### config.mk
export PLATFORM = sky130hd
export DESIGN_NAME = writeback_stage
export DESIGN_NICKNAME = d
export VERILOG_FILES = /design/src/rtl/wb_pkg.sv /design/src/rtl/load_formatter.sv /design/src/rtl/writeback_stage.sv
export SDC_FILE = /design/constraint.sdc
export NUM_CORES = 1
export LEC_CHECK = 0
export CORE_MARGIN = 2
export CORE_UTILIZATION = 35
export CTS_CLUSTER_DIAMETER = 30
export CTS_CLUSTER_SIZE = 8
export DETAILED_ROUTE_END_ITERATION = 16
export RECOVER_POWER = 100
export SLEW_MARGIN = 30
export SYNTH_ARGS = -nofsm -noshare
export SYNTH_HDL_FRONTEND = slang
export SYNTH_SLANG_ARGS = --single-unit
### constraint.sdc
create_clock -name clk -period 5 [get_ports clk]
set_clock_uncertainty 0.05 [all_clocks]
set_input_delay 0.5 -clock clk [delete_from_list [all_inputs] [get_ports clk]]
set_output_delay 0.5 -clock clk [all_outputs]
set_load 0.01 [all_outputs]
### src/rtl/wb_pkg.sv
// Shared definitions for the writeback stage.
//   result_src_e : result select encoding (ALU, load, PC+4, immediate)
//   Funct3*      : load size/sign codes understood by load_formatter
//   wb_state_e   : entry-register state
//   wb_entry_t   : captured instruction fields held between MEM and WB
package wb_pkg;

    typedef enum logic [1:0] {
        SrcAlu  = 2'b00,
        SrcLoad = 2'b01,
        SrcPc4  = 2'b10,
        SrcImm  = 2'b11
    } result_src_e;

    localparam logic [2:0] Funct3Lb  = 3'b000;
    localparam logic [2:0] Funct3Lh  = 3'b001;
    localparam logic [2:0] Funct3Lw  = 3'b010;
    localparam logic [2:0] Funct3Lbu = 3'b100;
    localparam logic [2:0] Funct3Lhu = 3'b101;

    typedef enum logic [1:0] {
        StEmpty    = 2'b00,
        StReady    = 2'b01,
        StWaitLoad = 2'b10
    } wb_state_e;

    typedef struct packed {
        logic [4:0]  rd;
        logic        reg_write;
        result_src_e result_src;
        logic [31:0] alu_result;
        logic [31:0] pc_plus4;
        logic [31:0] imm_ext;
        logic [2:0]  funct3;
    } wb_entry_t;

endpackage

### src/rtl/load_formatter.sv
// Combinational load-data formatter.
//   funct3 : load size/sign code (LB/LH/LW/LBU/LHU; unused codes act as LW)
//   offset : byte offset of the access within the word
//   rdata  : raw 32-bit word returned by memory
//   value  : selected and sign/zero-extended load result
module load_formatter
    import wb_pkg::*;
(
    input  logic [2:0]  funct3,
    input  logic [1:0]  offset,
    input  logic [31:0] rdata,
    output logic [31:0] value
);

    logic [7:0]  byte_sel;
    logic [15:0] half_sel;

    always_comb begin
        byte_sel = rdata[7:0];
        case (offset)
            2'd0: byte_sel = rdata[7:0];
            2'd1: byte_sel = rdata[15:8];
            2'd2: byte_sel = rdata[23:16];
            2'd3: byte_sel = rdata[31:24];
            default: byte_sel = rdata[7:0];
        endcase
    end

    // Halfword access ignores offset[0]; misaligned halves are not split.
    assign half_sel = offset[1] ? rdata[31:16] : rdata[15:0];

    always_comb begin
        value = rdata;
        case (funct3)
            Funct3Lb:  value = {{24{byte_sel[7]}}, byte_sel};
            Funct3Lbu: value = {24'h000000, byte_sel};
            Funct3Lh:  value = {{16{half_sel[15]}}, half_sel};
            Funct3Lhu: value = {16'h0000, half_sel};
            default:   value = rdata;
        endcase
    end

endmodule

### src/rtl/writeback_stage.sv
// Writeback stage: one-entry buffer between MEM and the register file.
//   clk, rst_n                  : clock, asynchronous active-low reset
//   in_valid / in_ready         : MEM handshake; in_* fields captured on accept
//   in_rd, in_reg_write,
//   in_result_src, in_funct3,
//   in_alu_result, in_pc_plus4,
//   in_imm_ext                  : instruction fields and candidate results
//   mem_rvalid, mem_rdata       : load data return (only used while waiting on a load)
//   wb_we, wb_addr, wb_data     : register-file write port
//   fwd_valid, fwd_rd, fwd_data : bypass to execute, mirrors the write port
//   a0                          : registered shadow of x10
//   retired                     : wrapping count of retired instructions
module writeback_stage
    import wb_pkg::*;
(
    input  logic        clk,
    input  logic        rst_n,
    input  logic        in_valid,
    output logic        in_ready,
    input  logic [4:0]  in_rd,
    input  logic        in_reg_write,
    input  logic [1:0]  in_result_src,
    input  logic [31:0] in_alu_result,
    input  logic [31:0] in_pc_plus4,
    input  logic [31:0] in_imm_ext,
    input  logic [2:0]  in_funct3,
    input  logic        mem_rvalid,
    input  logic [31:0] mem_rdata,
    output logic        wb_we,
    output logic [4:0]  wb_addr,
    output logic [31:0] wb_data,
    output logic        fwd_valid,
    output logic [4:0]  fwd_rd,
    output logic [31:0] fwd_data,
    output logic [31:0] a0,
    output logic [31:0] retired
);

    wb_state_e   state_q, state_d;
    wb_entry_t   entry_q, entry_d;
    logic [31:0] a0_q, a0_d;
    logic [31:0] retired_q, retired_d;

    logic        retire;
    logic        accept;
    logic [31:0] load_value;
    logic [31:0] result;

    load_formatter u_load_formatter (
        .funct3 (entry_q.funct3),
        .offset (entry_q.alu_result[1:0]),
        .rdata  (mem_rdata),
        .value  (load_value)
    );

    // An entry leaves in READY at once, or in WAIT_LOAD when its data arrives.
    always_comb begin
        retire = 1'b0;
        case (state_q)
            StReady:    retire = 1'b1;
            StWaitLoad: retire = mem_rvalid;
            default:    retire = 1'b0;
        endcase
    end

    assign in_ready = (state_q == StEmpty) || retire;
    assign accept   = in_valid && in_ready;

    always_comb begin
        result = entry_q.alu_result;
        case (entry_q.result_src)
            SrcAlu:  result = entry_q.alu_result;
            SrcLoad: result = load_value;
            SrcPc4:  result = entry_q.pc_plus4;
            SrcImm:  result = entry_q.imm_ext;
            default: result = entry_q.alu_result;
        endcase
    end

    assign wb_we   = retire && entry_q.reg_write && (entry_q.rd != 5'd0);
    assign wb_addr = entry_q.rd;
    assign wb_data = result;

    assign fwd_valid = wb_we;
    assign fwd_rd    = wb_addr;
    assign fwd_data  = wb_data;

    always_comb begin
        state_d   = state_q;
        entry_d   = entry_q;
        a0_d      = a0_q;
        retired_d = retired_q;

        if (retire) begin
            state_d   = StEmpty;
            retired_d = retired_q + 32'd1;
        end

        // A same-cycle accept overrides the EMPTY transition from retire.
        if (accept) begin
            entry_d.rd         = in_rd;
            entry_d.reg_write  = in_reg_write;
            entry_d.result_src = result_src_e'(in_result_src);
            entry_d.alu_result = in_alu_result;
            entry_d.pc_plus4   = in_pc_plus4;
            entry_d.imm_ext    = in_imm_ext;
            entry_d.funct3     = in_funct3;
            state_d = (result_src_e'(in_result_src) == SrcLoad) ? StWaitLoad : StReady;
        end

        if (wb_we && (wb_addr == 5'd10)) begin
            a0_d = wb_data;
        end
    end

    always_ff @(posedge clk or negedge rst_n) begin
        if (!rst_n) begin
            state_q   <= StEmpty;
            entry_q   <= '0;
            a0_q      <= 32'd0;
            retired_q <= 32'd0;
        end else begin
            state_q   <= state_d;
            entry_q   <= entry_d;
            a0_q      <= a0_d;
            retired_q <= retired_d;
        end
    end

    assign a0      = a0_q;
    assign retired = retired_q;

endmodule
==> reports/results.ini <==
[finish]
drive_above_1_share = 0.210
instances_no_fill = 1287
stdcell_area_sq_um = 12000
flow.area_growth_from_synthesis_pct = 38.2
final_nets = 1094

[critical_path]
timing_worst_setup_path_type = register to output pin
required_ns = 4.45
path_cells = nor2b_1, clkbuf_1, nand3_1, a211oi_4, or2_2, dlygate4sd3_1
cpPeakStageDelay_ns = 0.77
crit_path_max_fanout = 24
crit_reg_reg_startpoint = state_q[0]
worstPathBufferInverterCount = 2
timing.critical_path.from_type = register
end_kind = output pin
timing.critical_path.max_delay_family = buffers and inverters
worstSetupStartpoint = entry_q[100]
timing.critical_path.arrival_ns = 3.64
cpMaxStageDelayCell = dfrtp_1

[routing]
remaining_drc_errors = 0
average_vias_per_placed_instance = 4.93
drt-pass1-iter-count = 5
ant_nets = 0
routed_wl_um = 24600
post_drt_wl_per_cell_um = 19.1
first_iter_violations = 371
via_count = 6351

[logic_synthesis]
synth-edff-count = 0
synth.area.top_cells = dfrtp_1, mux2_2, mux4_2
synthesis.area_sq_um = 8680
yosysWarnings = 0
synthCells = 721
flip_flop_and_latch_count_after_synthesis = 173
synth-async-reset-ratio = 1.00
yosysSeqAreaShare = 0.499
netlist-cell-type-count = 44
syn_avg_cell_area_sq_um = 12.0
yosys.area.top_type = dfrtp_1
most_common_flop_cell_mapped_by_yosys = dfrtp_1
yosys.area.top_type_share = 0.499
synth_nets = 868

[min_path]
worst_hold_path_type = register to register
hold_start = retired[31]

[clock_network]
numCtsBuffers = 17
clk-insertion-delay-late_ns = 0.42
cts_root_buffer = clkbuf_16
cts-hold-fix-buffers = 0
postCtsSetupRepairBufs = 0
clk_path_buf_depth = 2
cts_sinks = 173
cts_tree = yes
cts_clock_pin_slew_for_the_worst_setup_and_hold_paths_ns = 0.07
cts-htree-levels = 4
post_cts_resized = 0

[global_route]
gr-usage-all-layers = 0.191
vias_in_the_first_global_route = 6434
grt_antenna_before_repair = 5
grt_max_degree = 107
first_pass_grt_wire_length_um = 37900
globalRoute.totalOverflow = 0

[power_and_ir_drop]
power.static_leakage_nw = 5.18
pwr_density_cell_nw_per_um2 = 626
max-vdd-ir-drop_v = 0.000295

[timing]
timing_hold_violations_final = 0
setup-tns-final_ns = 0
period_minus_slack_ns = 4.19
slew_headroom = -0.710
setup_repair_after_global_routing_missed_its_margin = no
drv_slew = 221
setup_viol = 0
final_setup_margin_ns = 0.814
portion_of_the_clock_cycle_consumed_by_the_worst_path_in_the_final_layout = 0.837
worst_pin_slew_ns = 2.56
timing.fmax_mhz = 239

[place]
placedInstanceArea_sq_um = 11500
total_of_buffers_placed_on_input_and_output_ports = 283
dp_hpwl_um = 17900
place_ws_ns = 1.48
routabilityCongestion = 0.787
post-place-cells = 1252

[floorplan]
core_area_sq_um = 24300
die_span_in_x_um = 161
std_cell_rows = 57
die_area_sq_um = 26100
fp.dieH_um = 161
io_pins = 284
initial_standard_cell_utilization_of_the_core = 0.357

[run]
maxCapViolCount = 2

[status]
violated_checks = capacitance limit, slew limit
outcome = finished, violations left

registers in the layout, indices dropped and copies added (netlist names):
register  count
retired      32
state_q       2
fwd_rd        5
a0           32
entry_q     102
layout make-up:
| type | instances | area (sq um) |
|---|---|---|
| Inverter | 28 | 105 |
| Timing Repair Buffer | 291 | 2880 |
| Antenna cell | 3 | 7.51 |
| Tap cell | 324 | 405 |
| Sequential cell | 173 | 4330 |
| Fill cell | 2214 | 12300 |
| Clock buffer | 19 | 433 |
| Multi-Input combinational cell | 436 | 3670 |
| Clock inverter | 13 | 156 |
routing by layer:
layer	vias to the layer above	track usage	routed length, um
met3	27	0.0470	1450
met1	3164	0.268	11400
met4	6	0.0576	451
met2	205	0.292	11300
met5	-	0	44
li1	2949	-	-
placed cells by master (no fill, tap or decap), types with 5 or more instances in the layout:
master and n:
a21oi_1 48, and2_1 13, buf_4 5, clkbuf_16 17, clkdlybuf4s50_1 168, dfrtp_1 171
dlygate4sd3_1 114, inv_1 28, mux2_1 7, mux2_2 130, mux2i_1 7, mux4_2 17
nand2_1 20, nand3_1 12, nand4_1 13, nor2_1 39, nor2b_1 6, nor3b_1 10
o2111ai_1 8, o211ai_1 5, o21ai_0 15, or2_0 9, or2_2 9, xnor2_1 26
xor2_1 5
worst register-to-register path: stages (launching register included):
cell and delay (ns):
dfrtp_1 0.38, inv_1 0.07, ha_1 0.19, a21o_1 0.19, and2_0 0.28, o21ai_0 0.86, clkbuf_4 1.28, mux2_2 0.57
cell families (layout without fill, tap and decap cells):
family,count (synthesis),in the layout,share of synthesized area
XOR/XNOR,31,31,0.0313
other,0,3,0
buffers and inverters,112,351,0.0720
adder cells (fa/ha/maj),4,4,0.00577
AND/OR/NAND/NOR,149,149,0.0906
AO/OA/AOI/OAI,90,90,0.0668
flip-flops,173,173,0.499
multiplexers,162,162,0.235
where the power goes:
group | internal, mW | leakage (nW) | total, mW | switching, mW
Sequential | 1.92 | 2.15 | 2.32 | 0.398
Combinational | 2.14 | 2.76 | 3.85 | 1.71
Clock | 0.750 | 0.275 | 1.34 | 0.589
Total | 4.81 | 5.18 | 7.51 | 2.70
through the flow:
stage,hold WS [ns],total power [mW],util
finish,0.416,7.51,0.493
detailed placement,0.418,6.48,0.473
floorplan,0.154,4.94,-
global route,0.455,8.00,0.493
CTS,0.157,7.85,0.497
global placement,0.414,6.43,0.473
cells in the mapped netlist (all sizes together), types with 3 or more instances:
master and count:
a21oi 48, o211ai 5, o21ai 15, nand3 12, nand2b 3, mux4 17
nor2 40, nor2b 6, clkbuf 16, or2 19, nand4 13, xor2 5
o2111ai 8, a32oi 3, nor3b 10, dfrtp 173, xnor2 26, nand2 20
mux2 138, nor3 4, a31oi 3, and2 15, ha 4, mux2i 7
buf 68, inv 28
worst paths after layout:
| path | endpoint | slack [ns] | cells past startpoint |
|---|---|---|---|
| worst max-delay path | fwd_data[17] | 0.81 | 6 |
| max in group asynchronous | retired[16] | 1.96 | 2 |
| worst max register to register | entry_q[89] | 1.01 | 7 |
| worst min register to register | retired[31] | 0.42 | 1 |
| worst min-delay path | retired[31] | 0.42 | 1 |
| min in group asynchronous | a0[4] | 0.82 | 1 |
Power figures use the tool's default switching activity.
